$ cat src/rtl/wbtl_pkg.sv
// rtl/wbtl_pkg.sv - shared register map, bit positions and ack FSM state for the Wishbone/serial-TL bridge
package wbtl_pkg;

    // Register offsets within the 16-byte window (address bits [1:0] are don't-care)
    localparam logic [3:0] OFF_TXDATA = 4'h0;
    localparam logic [3:0] OFF_RXDATA = 4'h4;
    localparam logic [3:0] OFF_STATUS = 4'h8;
    localparam logic [3:0] OFF_CTRL   = 4'hC;

    // STATUS bit positions
    localparam int ST_TX_FULL     = 0;
    localparam int ST_TX_EMPTY    = 1;
    localparam int ST_RX_FULL     = 2;
    localparam int ST_RX_EMPTY    = 3;
    localparam int ST_TX_OVERFLOW = 4;
    localparam int ST_RX_UNDERFLW = 5;
    localparam int ST_TX_CNT_LSB  = 8;
    localparam int ST_RX_CNT_LSB  = 16;

    // CTRL bit positions
    localparam int CTRL_FLUSH     = 0;
    localparam int CTRL_CLR_FLAGS = 1;
    localparam int CTRL_IRQ_EN    = 2;

    // Wishbone ack FSM
    typedef enum logic {
        ACK_IDLE = 1'b0,
        ACK_RESP = 1'b1
    } ack_state_t;

endpackage

$ cat src/rtl/wbtl_fifo.sv
// rtl/wbtl_fifo.sv - synchronous FIFO with push, pop, flush, full, empty and occupancy count
module wbtl_fifo #(
    parameter int DEPTH = 8,
    parameter int WIDTH = 32,
    parameter int AW    = $clog2(DEPTH),
    parameter int CW    = AW + 1
) (
    input  logic             clk,
    input  logic             rst,
    input  logic             flush,
    input  logic             push,
    input  logic [WIDTH-1:0] push_data,
    input  logic             pop,
    output logic [WIDTH-1:0] pop_data,
    output logic             full,
    output logic             empty,
    output logic [CW-1:0]    count
);

    logic [WIDTH-1:0] mem [DEPTH];
    logic [AW-1:0]    wr_ptr;
    logic [AW-1:0]    rd_ptr;
    logic             do_push;
    logic             do_pop;

    // Pushes into a full FIFO and pops from an empty one are ignored here,
    // so callers only need to raise the request.
    assign do_push  = push & ~full & ~flush;
    assign do_pop   = pop & ~empty & ~flush;
    assign full     = (count == CW'(DEPTH));
    assign empty    = (count == '0);
    assign pop_data = mem[rd_ptr];

    // Storage write; contents need no reset since count gates visibility
    always_ff @(posedge clk) begin
        if (do_push) begin
            mem[wr_ptr] <= push_data;
        end
    end

    // Pointer and count update; DEPTH is a power of two so pointers wrap naturally
    always_ff @(posedge clk) begin
        if (rst || flush) begin
            wr_ptr <= '0;
            rd_ptr <= '0;
            count  <= '0;
        end else begin
            if (do_push) begin
                wr_ptr <= wr_ptr + 1'b1;
            end
            if (do_pop) begin
                rd_ptr <= rd_ptr + 1'b1;
            end
            if (do_push && !do_pop) begin
                count <= count + 1'b1;
            end else if (do_pop && !do_push) begin
                count <= count - 1'b1;
            end
        end
    end

endmodule

$ cat src/rtl/wb_serial_tl_bridge.sv
// rtl/wb_serial_tl_bridge.sv - Wishbone register window bridging to serial TileLink beat streams (optional IRQ: WBTL_IRQ_EN)
module wb_serial_tl_bridge
    import wbtl_pkg::*;
#(
    parameter logic [31:0] BASE_ADDR  = 32'h3000_0000,
    parameter int          FIFO_DEPTH = 8
) (
    input  logic        wb_clk_i,
    input  logic        wb_rst_i,
    input  logic        wbs_cyc_i,
    input  logic        wbs_stb_i,
    input  logic        wbs_we_i,
    input  logic [31:0] wbs_adr_i,
    input  logic [31:0] wbs_dat_i,
    input  logic [3:0]  wbs_sel_i,
    output logic        wbs_ack_o,
    output logic [31:0] wbs_dat_o,
    output logic        tl_in_valid,
    input  logic        tl_in_ready,
    output logic [31:0] tl_in_bits,
    input  logic        tl_out_valid,
    output logic        tl_out_ready,
    input  logic [31:0] tl_out_bits,
    output logic        irq_o
);

    localparam int CW = $clog2(FIFO_DEPTH) + 1;

    ack_state_t  state;
    logic        ack_q;
    logic [31:0] dat_q;
    logic        tx_overflow;
    logic        rx_underflow;

    logic        req;
    logic        hit;
    logic [3:0]  off;
    logic        wr_tx;
    logic        rd_rx;
    logic        wr_ctrl;
    logic        flush;
    logic        clr_flags;

    logic        tx_full;
    logic        tx_empty;
    logic [CW-1:0] tx_count;
    logic        tx_pop;

    logic        rx_full;
    logic        rx_empty;
    logic [CW-1:0] rx_count;
    logic [31:0] rx_head;
    logic        rx_push;
    logic        rx_pop;

    logic [31:0] status;
    logic [31:0] rdata;

    // Byte lanes and sub-word address bits carry no meaning: every access is a full word
    logic unused_ok;
    assign unused_ok = ^{wbs_sel_i, wbs_adr_i[1:0]};

    // An access is taken only on the IDLE->RESP edge; all side effects hang off req
    assign req       = wbs_cyc_i & wbs_stb_i & (state == ACK_IDLE);
    assign hit       = (wbs_adr_i[31:4] == BASE_ADDR[31:4]);
    assign off       = {wbs_adr_i[3:2], 2'b00};
    assign wr_tx     = req & hit &  wbs_we_i & (off == OFF_TXDATA);
    assign rd_rx     = req & hit & ~wbs_we_i & (off == OFF_RXDATA);
    assign wr_ctrl   = req & hit &  wbs_we_i & (off == OFF_CTRL);
    assign flush     = wr_ctrl & wbs_dat_i[CTRL_FLUSH];
    assign clr_flags = wr_ctrl & (wbs_dat_i[CTRL_FLUSH] | wbs_dat_i[CTRL_CLR_FLAGS]);

    assign tl_in_valid  = ~tx_empty;
    assign tx_pop       = tl_in_valid & tl_in_ready;
    assign tl_out_ready = ~rx_full;
    assign rx_push      = tl_out_valid & tl_out_ready;
    assign rx_pop       = rd_rx & ~rx_empty;

    wbtl_fifo #(
        .DEPTH (FIFO_DEPTH),
        .WIDTH (32)
    ) u_tx_fifo (
        .clk       (wb_clk_i),
        .rst       (wb_rst_i),
        .flush     (flush),
        .push      (wr_tx),
        .push_data (wbs_dat_i),
        .pop       (tx_pop),
        .pop_data  (tl_in_bits),
        .full      (tx_full),
        .empty     (tx_empty),
        .count     (tx_count)
    );

    wbtl_fifo #(
        .DEPTH (FIFO_DEPTH),
        .WIDTH (32)
    ) u_rx_fifo (
        .clk       (wb_clk_i),
        .rst       (wb_rst_i),
        .flush     (flush),
        .push      (rx_push),
        .push_data (tl_out_bits),
        .pop       (rx_pop),
        .pop_data  (rx_head),
        .full      (rx_full),
        .empty     (rx_empty),
        .count     (rx_count)
    );

    // STATUS word assembly; counts are zero-extended into their 8-bit fields
    always_comb begin
        status                          = '0;
        status[ST_TX_FULL]              = tx_full;
        status[ST_TX_EMPTY]             = tx_empty;
        status[ST_RX_FULL]              = rx_full;
        status[ST_RX_EMPTY]             = rx_empty;
        status[ST_TX_OVERFLOW]          = tx_overflow;
        status[ST_RX_UNDERFLW]          = rx_underflow;
        status[ST_TX_CNT_LSB +: 8]      = 8'(tx_count);
        status[ST_RX_CNT_LSB +: 8]      = 8'(rx_count);
    end

    // Read mux: only in-window reads of readable offsets return non-zero data
    always_comb begin
        rdata = '0;
        if (hit && !wbs_we_i) begin
            case (off)
                OFF_RXDATA: rdata = rx_empty ? 32'h0 : rx_head;
                OFF_STATUS: rdata = status;
                default:    rdata = '0;
            endcase
        end
    end

    // Ack FSM with registered ack/data so read data lines up exactly with the ack cycle
    always_ff @(posedge wb_clk_i) begin
        if (wb_rst_i) begin
            state <= ACK_IDLE;
            ack_q <= 1'b0;
            dat_q <= '0;
        end else begin
            case (state)
                ACK_IDLE: begin
                    if (wbs_cyc_i && wbs_stb_i) begin
                        state <= ACK_RESP;
                        ack_q <= 1'b1;
                        dat_q <= rdata;
                    end else begin
                        ack_q <= 1'b0;
                        dat_q <= '0;
                    end
                end
                default: begin
                    state <= ACK_IDLE;
                    ack_q <= 1'b0;
                    dat_q <= '0;
                end
            endcase
        end
    end

    assign wbs_ack_o = ack_q;
    assign wbs_dat_o = dat_q;

    // Sticky error flags; fullness/emptiness is judged before any same-cycle serial pop or push
    always_ff @(posedge wb_clk_i) begin
        if (wb_rst_i) begin
            tx_overflow  <= 1'b0;
            rx_underflow <= 1'b0;
        end else if (clr_flags) begin
            tx_overflow  <= 1'b0;
            rx_underflow <= 1'b0;
        end else begin
            if (wr_tx && tx_full) begin
                tx_overflow <= 1'b1;
            end
            if (rd_rx && rx_empty) begin
                rx_underflow <= 1'b1;
            end
        end
    end

`ifdef WBTL_IRQ_EN
    logic irq_enable;
    logic irq_q;

    // Interrupt enable bit from CTRL
    always_ff @(posedge wb_clk_i) begin
        if (wb_rst_i) begin
            irq_enable <= 1'b0;
        end else if (wr_ctrl) begin
            irq_enable <= wbs_dat_i[CTRL_IRQ_EN];
        end
    end

    // Registered interrupt: pending RX data or any sticky error, when enabled
    always_ff @(posedge wb_clk_i) begin
        if (wb_rst_i) begin
            irq_q <= 1'b0;
        end else begin
            irq_q <= irq_enable & (~rx_empty | tx_overflow | rx_underflow);
        end
    end

    assign irq_o = irq_q;
`else
    assign irq_o = 1'b0;
`endif

endmodule

$ cat config.mk
export PLATFORM = sky130hd
export DESIGN_NAME = wb_serial_tl_bridge
export DESIGN_NICKNAME = d
export VERILOG_FILES = /design/src/rtl/wbtl_pkg.sv /design/src/rtl/wbtl_fifo.sv /design/src/rtl/wb_serial_tl_bridge.sv
export SDC_FILE = /design/constraint.sdc
export NUM_CORES = 1
export LEC_CHECK = 0
export CORE_AREA = 2 2 237 239
export DETAILED_ROUTE_END_ITERATION = 12
export DIE_AREA = 0 0 239 241
export PLACE_DENSITY = 0.67
export RECOVER_POWER = 100
export SYNTH_ARGS = -nofsm -noshare
export SYNTH_HDL_FRONTEND = slang
export SYNTH_SLANG_ARGS = --single-unit
$ cat constraint.sdc
create_clock -name wb_clk_i -period 16.7 [get_ports wb_clk_i]
set_clock_uncertainty 0.2 [all_clocks]
set_input_delay 3.34 -clock wb_clk_i [delete_from_list [all_inputs] [get_ports wb_clk_i]]
set_output_delay 3.34 -clock wb_clk_i [all_outputs]
set_load 0.02 [all_outputs]
# ---- Yosys cells after proc, flatten, opt, wreduce, memory -nomap -nowiden
# Memory sizes are Yosys's and may differ from the RTL's. A register that Yosys moved wholly into a read port is not among the register bits.
# Cells that the tools add are included.
dict set report totals {
  output_inout_bits 68
  mem_count 2
  ramBits 512
  ff_bits 55
}
# name words width read_ports rd_clocked_by_memory_dff write_ports line
set memory_table {}
lappend memory_table {u_rx_fifo.mem 8 32 1 1 1 wbtl_fifo.sv:20} ;# logic [WIDTH-1:0] mem [DEPTH];
lappend memory_table {u_tx_fifo.mem 8 32 1 1 1 wbtl_fifo.sv:20}
dict set report classes {
  n_eq_ne 6
  reduce_logical 22
  n_bitwise 31
  add_sub_neg 8
  muxes 15
}
# cell n
set ops {}
lappend ops {{$pmux W32 S2} 1}
lappend ops {{$mux W32} 1}
lappend ops {{$eq A28 B26 Y1 const B} 1}
lappend ops {{$and A1 B1 Y1} 21}
lappend ops {{$mux W4} 4}
lappend ops {{$add A3 B1 Y3 const B} 4}
lappend ops {{$logic_not A4 Y1} 3}
lappend ops {{$mux W3} 4}
lappend ops {{$not A1 Y1} 9}
lappend ops {{$add A4 B1 Y4 const B} 2}
lappend ops {{$eq A4 B4 Y1 const B} 2}
lappend ops {{$logic_and A1 B1 Y1} 8}
lappend ops {{$sub A4 B1 Y4 const B} 2}
lappend ops {{$logic_not A1 Y1} 5}
lappend ops {{$mux W1} 5}
lappend ops {{$eq A2 B2 Y1 const B} 2}
lappend ops {{$reduce_bool A2 Y1} 2}
lappend ops {{$reduce_or A2 Y1} 2}
lappend ops {{$reduce_or A4 Y1} 1}
lappend ops {{$eq A2 B1 Y1 const B} 1}
lappend ops {{$logic_or A1 B1 Y1} 1}
lappend ops {{$or A1 B1 Y1} 1}

# ---- Depth between registers and ports, before layout
# Gate-level depths: netlist of run 1.
dict set report depth {
  depth_word 12
  ltp_mapped 13
  ltp_nobuf 13
}

# ---- By module
# Synthesis of run 1 repeated with hierarchy kept, for this count alone.
dict set report hier_totals {
  cells_unflattened 1018
  area_unflattened_um2 22352.7
}
# mod seq_area_each_um2 area_per_inst_um2 cells_each instances
set by_module_without_submodules {}
lappend by_module_without_submodules {wbtl_fifo 7947.6 10448.8 443 2}
lappend by_module_without_submodules {wb_serial_tl_bridge 700.7 1455.1 132 1}

# ---- Worst setup path before layout of run 1
# No wires, ideal clock.
dict set report synth_timing {
  path_kind {input to register}
  start {in wbs_adr_i[30]}
  end {mem u_rx_fifo.mem[2][0], enable pin}
  required_ns 15.987
  n_path_buf 2
  arrival_time_ns 7.635
  path_slack_ns 8.352
  setup_ns 0.513
  stages 6
  cell_sequence {and4bb_1 and4_1 buf_2 a31o_2 buf_2 nor4b_1}
}
dict set report synth_via {
  elab_chain_cells 9
}
# item line
set synth_lines {}
lappend synth_lines {{start, declared} wb_serial_tl_bridge.sv:13} ;# input logic [31:0] wbs_adr_i,
lappend synth_lines {{$eq A28 B26 Y1} wb_serial_tl_bridge.sv:65} ;# assign hit = (wbs_adr_i[31:4] == BASE_ADDR[31:4]);
lappend synth_lines {{$and A1 B1 Y1 (3 in series)} wb_serial_tl_bridge.sv:69} ;# assign wr_ctrl = req & hit & wbs_we_i & (off == OFF_CTRL);
lappend synth_lines {{$and A1 B1 Y1} wb_serial_tl_bridge.sv:70} ;# assign flush = wr_ctrl & wbs_dat_i[CTRL_FLUSH];
lappend synth_lines {{$not A1 Y1} wbtl_fifo.sv:28} ;# assign do_push = push & ~full & ~flush;
lappend synth_lines {{$and A1 B1 Y1} wbtl_fifo.sv:28}
lappend synth_lines {{$mux W1} wbtl_fifo.sv:36} ;# if (do_push) begin
lappend synth_lines {{$mux W1 (not written as such)} wbtl_fifo.sv:37} ;# mem[wr_ptr] <= push_data;
lappend synth_lines {{end, declared} wbtl_fifo.sv:20}
# Every way passes these cells.

==> results of run 1 <==
-- critical path: stages (launching register included) --
cell and delay, ns:
dfxtp_2 0.31, clkbuf_1 2.90, mux4_2 0.71, mux2_2 0.17
dlygate4sd3_1 0.74
-- placed cells by master (no fill, tap or decap), drive strengths merged, types with 3 or more instances in the layout --
master / instances
a222oi: 9
or4: 3
o41ai: 3
o31ai: 3
clkinv: 31
or4b: 3
nand4: 4
nor4b: 6
dfxtp: 61
bufinv: 7
a21oi: 15
a22oi: 4
clkbuf: 79
mux2i: 21
edfxtp: 512
clkinvlp: 4
ha: 14
xor2: 6
nand3: 17
mux4: 128
inv: 11
diode: 5
dlygate4sd3: 133
nor3: 10
nor4: 11
buf: 6
nor2: 47
clkdlybuf4s50: 34
nand2: 17
mux2: 32
-- report_power, final --
group          internal (mW)  switching [mW]  leakage (nW)
sequential              1.60          0.0292          5.12
combinational          0.116           0.118          2.09
clock                  0.727           0.526         0.898
total                   2.44           0.673          8.10
-- registers in the layout (all words and copies together) (netlist names), named ones only --
| register | cells |
|---|---|
| u_rx_fifo.rd_ptr | 3 |
| u_tx_fifo.mem | 256 |
| rx_underflow | 1 |
| u_rx_fifo.count | 4 |
| tx_overflow | 1 |
| u_tx_fifo.rd_ptr | 3 |
| wbs_dat_o | 32 |
| wbs_ack_o | 1 |
| u_rx_fifo.mem | 256 |
| u_rx_fifo.wr_ptr | 3 |
| u_tx_fifo.wr_ptr | 3 |
| u_tx_fifo.count | 4 |
-- metal layers --
layer	part of all wire	up-vias	track usage
li1	-	4669	-
met1	0.42	5454	0.204
met2	0.49	311	0.264
met3	0.070	81	0.0407
met4	0.020	14	0.0422
met5	0.0018	-	0
-- cells in the mapped netlist, types with 3 or more instances --
| cell | n | area, sq um |
|---|---|---|
| nor4_1 | 5 | 31.3 |
| nor2_1 | 47 | 176 |
| buf_2 | 22 | 110 |
| clkbuf_1 | 25 | 93.8 |
| nand2_1 | 17 | 63.8 |
| a21oi_1 | 15 | 75.1 |
| nand4_1 | 3 | 18.8 |
| xor2_1 | 6 | 52.6 |
| nand3_1 | 17 | 85.1 |
| o41ai_1 | 3 | 26.3 |
| or4b_1 | 3 | 30.0 |
| edfxtp_1 | 512 | 15400 |
| nor4_2 | 6 | 75.1 |
| mux2i_1 | 21 | 210 |
| dfxtp_1 | 61 | 1220 |
| mux2_2 | 32 | 360 |
| buf_6 | 3 | 33.8 |
| nor3_1 | 10 | 50.1 |
| buf_1 | 4 | 15.0 |
| inv_1 | 9 | 33.8 |
| mux4_2 | 128 | 2880 |
| a22oi_1 | 4 | 30.0 |
| nor4b_1 | 6 | 52.6 |
| ha_1 | 14 | 175 |
| a222oi_1 | 9 | 90.1 |
-- final cells by class --
cell class	count	area share
multi-input combinational	390	0.187
timing repair buffer	191	0.0685
inverter	9	0.00130
clock inverter	44	0.0160
tap	704	0.0338
clock buffer	61	0.0549
sequential	573	0.638
antenna	5	0.000481
-- path summary, 6_finish.rpt --
kind                       start                   to
max                     register        tl_in_bits[9]
min          u_rx_fifo.rd_ptr[2]  u_rx_fifo.rd_ptr[2]
max reg2reg   u_rx_fifo.count[1]  u_rx_fifo.mem[5][7]
min reg2reg  u_rx_fifo.rd_ptr[2]  u_rx_fifo.rd_ptr[2]
-- cells by family (layout without fill, tap and decap cells) --
family / count (synthesis) / after routing / share of synthesized area
compound gates: 51 / 51 / 0.0182
simple gates: 133 / 133 / 0.0340
fa+ha+maj: 16 / 16 / 0.00989
other cells: 1 / 6 / 0.000172
xor+xnor: 8 / 8 / 0.00322
flops: 573 / 573 / 0.762
mux: 181 / 181 / 0.159
buf+inv: 64 / 305 / 0.0135
==> metrics.md, run 1 <==
| Metric | Value |
|---|---|
| Outcome | finished, violations left |
| Failing checks | capacitance limit, slew limit |
| Instance area after placement | 0.0244 sq mm |
| Clock transition at path regs | 0.06 ns |
| Vias in the first global route | 11113 |
| RSZ-0062 raised after global routing | no |
| Final Cell Area | 0.0260 sq mm |
| Antenna-violating nets left | 0 |
| CP required | 13.16 ns |
| Core Box Area | 0.0549 sq mm |
| DR pass1 iterations | 7 |
| GPL Wtd Cong | around 0.74 |
| Drt wl/cell | 22.6 microns |
| Gr usage total | 0.157 |
| Sink Count | 573 |
| Io pins | approximately 180 |
| Row count | 86 |
| Post-Layout Cell Count | between 1500 and 2000 |
| Share of cells above drive strength 1 | 0.210 |
| Post-Route WL | around 45 mm |
| CTS root buffer | clkbuf_16 |
| Post-layout util | 0.474 |
| Fillers | 4583 |
| Max_slew headroom | -1.77 |
| Drt via density | 5.33 |
| Number of flops mapped to enable cells by yosys | 512 |
| Clock Path Buffers | 3 |
| Total Nets Final | 1344 |
| Port buffer count | 167 |
| Routed vias | 10529 |
| Worst hold margin | 0.276 ns |
| Crit end category | output port |
| Gr ovfl total | 0 |
| Hold depth | 1 |
| Sequential share of the synthesized area | 0.762 |
| R2R cell count | 5 |
| First-pass GRT wire length | between 60 and 70 mm |
| Die width | around 240 microns |
| Cts hold-fix bufs | 0 |
| Synth Cell Area | 0.0218 sq mm |
| Final worst slack | 7.70 ns |
| Pleak | around 8.1 nW |
| Cells after synthesis | slightly above 1000 |
| Tcrit/Tclk final | 0.539 |
| Post_cts resized | 0 |
| CTS tree | yes |
| Largest net degree at the start of global routing | 65 |
| Tmin final | 9.00 ns |
| Slew @ Worst Pin | 4.16 ns |
| Inserted Clock Buffers | 56 |
| Final Setup Violations | 0 |
| Hold WC Path Type | reg -> reg |
| Kind of critical path | reg -> out |
| Syn Area/Cell | 21.2 sq um |
| Die H | 241 microns |
| Overall power | just over 3 mW |
| DR iter-0 viols | 711 |
| Yosys cell types | slightly below 60 |
| Area growth syn-to-layout | 19.6% |
| Hpwl dp | 24.9 mm |
| Top FF cell, synth | edfxtp_1 |
| Place WS | 9.74 ns |
| Synthesis warning total | 0 |
| Starting density of the core | 0.397 |
| Dpl cells | 1867 |
| Power Density | between 100 and 150 mW/mm^2 |
| H-tree levels | 2 |
| FF+latch area | 0.0166 sq mm |
| Max Cap Viol | 19 |
| #FFs+latches synth | about 570 |
| Max rail drop VDD | between 80 and 90 uV |
| Remaining DRCs | 0 |
| Worst R2R Setup Slack | 11.63 ns |
| Max-slew violation count | around 600 |
| TNS Setup | 0 ns |
| Startpoint Class | register |
| Die area | about 0.058 sq mm |
| Postcts setup bufs | 0 |
| Synth async-reset ratio | 0 |
| Fmax | about 110 MHz |
| Multi-input combinational cell area | between 0.004 and 0.005 sq mm |
| Worst-path fanout max | 64 |
| Critical path arrival | 5.46 ns |
| Final Hold Viols | 0 |
| Worst-skew pair later-pin latency | 0.60 ns |
| Syn Nets | 1150 |
| Initial antenna violation count | 12 |
(Power assumes the default switching activity.)
==> inputs of run 2 (changes only) <==
- clock period: 16.7 -> 9.4 ns (I/O delays scaled with it)
==> metrics.md, run 2 (synthesis results as in run 1) <==
| Metric | Value |
|---|---|
| GPL Wtd Cong | 0.739 |
| Power Density | about 210 mW/mm^2 |
| GR met3 Demand/Resource | 0.0464 |
| Failing checks | capacitance limit, slew limit |
| Area growth syn-to-layout | 19.5% |
| Max-slew violation count | 568 |
| DR pass1 iterations | 7 |
| Crit end category | output port |
| Worst hold margin | 0.272 ns |
| Commonest non-fill, non-tap cell in the layout | edfxtp_1 |
| Largest net degree at the start of global routing | 65 |
| Slew @ Worst Pin | 2.52 ns |
| Drt via density | 5.37 |
| Cts hold-fix bufs | 0 |
| CTS tree | yes |
| Drt wl/cell | 22.6 microns |
| Die area | 0.0576 sq mm |
| Tmin final | 6.51 ns |
| Final Hold Viols | 0 |
| Post-Route WL | 44.7 mm |
| Hold WC Path Type | reg -> reg |
| Commonest cells after routing, fill and taps aside | edfxtp_1, dlygate4sd3_1, mux4_2 |
| Worst R2R Setup Slack | 5.02 ns |
| R2R Path End | u_tx_fifo.mem[2][17] |
| DR iter-0 viols | slightly below 700 |
| Worst-skew pair later-pin latency | 0.62 ns |
| Antenna-violating nets left | 0 |
| Critical path arrival | 4.43 ns |
| Sink Count | 573 |
| Postcts setup bufs | 0 |
| R2R cell count | 5 |
| RSZ-0062 raised after global routing | no |
| Fmax | 154 MHz |
| Clock transition at path regs | 0.06 ns |
| CP required | 7.32 ns |
| Reg2reg start | wbs_ack_o |
| Global Route met1 Usage | 0.198 |
| Max Cap Viol | 18 |
| Most Used Layer, Global Route | met2 |
| Dpl cells | 1866 |
| H-tree levels | 2 |
| Gr usage total | 0.157 |
| Die width | 239 microns |
| Post-Layout Cell Count | 1975 |
| Tcrit/Tclk final | 0.693 |
| First-pass GRT wire length | 67.5 mm |
| Max_slew headroom | -0.680 |
| Vias in the first global route | 11211 |
| Port buffer count | 167 |
| Worst-path fanout max | 43 |
| Gr ovfl total | 0 |
| Die H | 241 microns |
| Final Setup Violations | 0 |
| Met2 Use GR | 0.263 |
| Initial antenna violation count | 13 |
| Core Box Area | 0.0549 sq mm |
| Remaining DRCs | 0 |
| Row count | 86 |
| Startpoint Class | register |
| Starting density of the core | 0.397 |
| Hpwl dp | 25.0 mm |
| Max rail drop VDD | 171 uV |
| CTS root buffer | clkbuf_16 |
| Min-Delay Endpoint | u_rx_fifo.rd_ptr[2] |
| Post_cts resized | 0 |
| Inserted Clock Buffers | 57 |
| Total Nets Final | 1344 |
| Share of cells above drive strength 1 | 0.204 |
| Outcome | finished, violations left |
| Kind of critical path | reg -> out |
| Pleak | between 8 and 9 nW |
| Io pins | 175 |
| TNS Setup | 0 ns |
| Clock Path Buffers | 3 |
| Hold depth | 1 |
| Post-layout util | 0.474 |
| Routed vias | 10599 |
| Critical hold path startpoint | u_rx_fifo.rd_ptr[2] |
run 2: cell types whose count changed in the layout (fill, tap and decap cells not counted), sizes merged, moves of 3 or more:
cell	previous run	this run
clkinv	31	12
clkbuf	79	106
clkinvlp	4	1
bufinv	7	2
run 2: power breakdown:
part	total [mW]	switching (mW)	internal, mW
Combinational	0.424	0.217	0.207
Clock	2.18	0.918	1.26
Sequential	2.88	0.0453	2.84
Total	5.49	1.18	4.31
run 2: worst max-delay path by stage:
stage / start / endpoint / slack, ns / cells past startpoint
finish: register / tl_in_bits[2] / 2.89 / 4
global route: register / tl_in_bits[11] / 2.41 / 4
CTS: register / tl_in_bits[11] / 3.63 / 4
detailed placement: wbs_adr_i[18] / u_tx_fifo.count[3] / 3.95 / 12
global placement: wbs_adr_i[18] / u_tx_fifo.count[3] / 3.98 / 12
floorplan: wbs_adr_i[30] / u_rx_fifo.mem[2][0] / 2.51 / 6
run 2: area by class of cell:
| class | count | area (sq um) |
|---|---|---|
| clock inverters | 15 | 171 |
| inverters | 9 | 33.8 |
| diodes | 4 | 10.0 |
| well taps | 704 | 881 |
| multi-input cells | 390 | 4870 |
| clock buffers | 90 | 1650 |
| flip-flops and latches | 573 | 16600 |
| repair buffers | 190 | 1780 |
| fillers | 4564 | 28900 |
run 2: critical path: stages, from the launching register on:
cell and delay [ns]:
dfxtp_1 1.35, buf_4 0.86, mux4_2 0.59, mux2_2 0.31
dlygate4sd3_1 0.66
run 2: layer usage:
metal	wire length, microns	vias up
met5	103	-
met4	962	18
met3	3090	86
met2	21700	292
met1	18800	5547
li1	-	4656
run 2: metrics by stage:
step                      instance area, sq um  power [mW]  setup WS, ns
after floorplan                          21800        3.20          2.51
after global routing                     26000        5.70          2.41
final                                    26000        5.49          2.89
after global placement                   24300        3.37          3.98
after detailed placement                 24300        3.38          3.95
after CTS                                26200        5.57          3.63
==> inputs of run 3 (changes only) <==
- PLACE_DENSITY: 0.67 -> 0.69
- clock period: 9.4 -> 5.65 ns (I/O delays scaled with it)
==> metrics.md, run 3 (synthesis results as in run 1) <==
| Metric | Value |
|---|---|
| Outcome | finished, violations left |
| Failing checks | capacitance limit, slew limit |
| Post-Layout Cell Count | 1986 |
| Commonest non-fill, non-tap cell in the layout | edfxtp_1 |
| Tcrit/Tclk final | 0.878 |
| Starting density of the core | 0.397 |
| Routed vias | 10536 |
| Max_slew headroom | -0.646 |
| Tmin final | 4.96 ns |
| Port buffer count | 167 |
| RSZ-0062 raised after global routing | no |
| CTS root buffer | clkbuf_16 |
| Post_cts resized | 0 |
| Max Cap Viol | 9 |
| H-tree levels | 2 |
| Clock transition at path regs | 0.06 ns |
| Dpl cells | 1874 |
| Commonest cells after routing, fill and taps aside | edfxtp_1, mux4_2, dlygate4sd3_1 |
| Antenna-violating nets left | 0 |
| Die H | 241 microns |
| Logic pwr share | 0.074 |
| Pleak | around 8 nW |
| Drt wl/cell | 22.3 microns |
| Initial antenna violation count | 6 |
| Clock share of power | 0.420 |
| Slew @ Worst Pin | around 2.5 ns |
| Worst-path fanout max | 26 |
| Final Hold Viols | 0 |
| Instance area after placement | 0.0245 sq mm |
| GPL Wtd Cong | approximately 0.74 |
| Gr ovfl total | 0 |
| Sink Count | between 500 and 600 |
| Hold WC Path Type | reg -> reg |
| Startpoint Class | register |
| Share of cells above drive strength 1 | 0.222 |
| Sequential Power Share | 0.506 |
| Total Nets Final | 1354 |
| Post-Route WL | 44.3 mm |
| Max-slew violation count | 195 |
| P_sw | 2.02 mW |
| Die width | 239 microns |
| Area growth syn-to-layout | 20.8% |
| Power Density | 360 mW/mm^2 |
| Drt via density | 5.31 |
| Gr usage total | 0.155 |
| Largest net degree at the start of global routing | 65 |
| Kind of critical path | reg -> out |
| Cts hold-fix bufs | 0 |
| Max rail drop VDD | 298 uV |
| DR pass1 iterations | 6 |
| Postcts setup bufs | 0 |
| Final Cell Area | 0.0263 sq mm |
| Inserted Clock Buffers | 59 |
| CTS tree | yes |
| Final Setup Violations | 0 |
| Worst-skew pair later-pin latency | ~0.63 ns |
| Worst hold margin | between 0.2 and 0.3 ns |
| Post-layout util | 0.479 |
| Vias in the first global route | 11193 |
| Core Box Area | 0.0549 sq mm |
| Clock Path Buffers | 3 |
| Crit end category | output port |
| TNS Setup | 0 ns |
| Fillers | about 4500 |
| First-pass GRT wire length | 66.6 mm |
| Hpwl dp | about 25 mm |
| DR iter-0 viols | 648 |
| Switching share of power | 0.213 |
| Fmax | 201 MHz |
| Overall power | 9.48 mW |
| Die area | 0.0576 sq mm |
| Io pins | 175 |
| Int Power | 7.46 mW |
| Critical path arrival | 3.63 ns |
| Final worst slack | 0.687 ns |
| CP required | 4.32 ns |
| Row count | 86 |
| Remaining DRCs | 0 |
| Place WS | 1.06 ns |
-- run 3: cell count changes in the layout (fill, tap and decap cells not counted), sizes merged --
cell / delta
clkbuf: -2
clkdlybuf4s50: +14
dlygate4sd3: -14
buf: +2
clkinv: +3
diode: -3
bufinv: +6
inv: +3
clkinvlp: +2
-- run 3: worst paths after layout --
path	cells after the start	startpoint	slack, ns	end
hold / removal	1	u_rx_fifo.rd_ptr[2]	0.27	u_rx_fifo.rd_ptr[2]
setup / recovery	4	register	0.69	tl_in_bits[8]
setup reg to reg	5	u_rx_fifo.count[0]	1.40	u_rx_fifo.mem[7][25]
hold reg to reg	1	u_rx_fifo.rd_ptr[2]	0.27	u_rx_fifo.rd_ptr[2]
-- run 3: layout make-up --
class	count	area (sq um)	share of cell area
well taps	704	881	0.0335
flip-flops and latches	573	16600	0.631
multi-input cells	390	4920	0.187
clock inverters	29	395	0.0150
clock buffers	82	1630	0.0621
inverters	9	33.8	0.00128
repair buffers	198	1830	0.0696
diodes	1	2.50	0.0000951
-- run 3: worst max-delay path, cell delays in order (launching register included) --
cell           delay [ns]
dfxtp_2              0.99
buf_4                0.49
mux4_2               0.57
mux2_2               0.29
dlygate4sd3_1        0.66
-- run 3: metal layers --
metal	routed length [microns]	GRT usage
met2	23000	0.279
met3	2430	0.0318
met1	17800	0.187
met4	962	0.0496
met5	63	0
-- run 3: power by group through the flow --
stage	clock network [mW]	logic (mW)	registers, mW
after floorplan	0	0.478	4.84
after global placement	0	0.724	4.88
after detailed placement	0	0.735	4.89
after CTS	4.09	0.738	4.80
after global routing	4.25	0.763	4.81
final	3.98	0.699	4.80
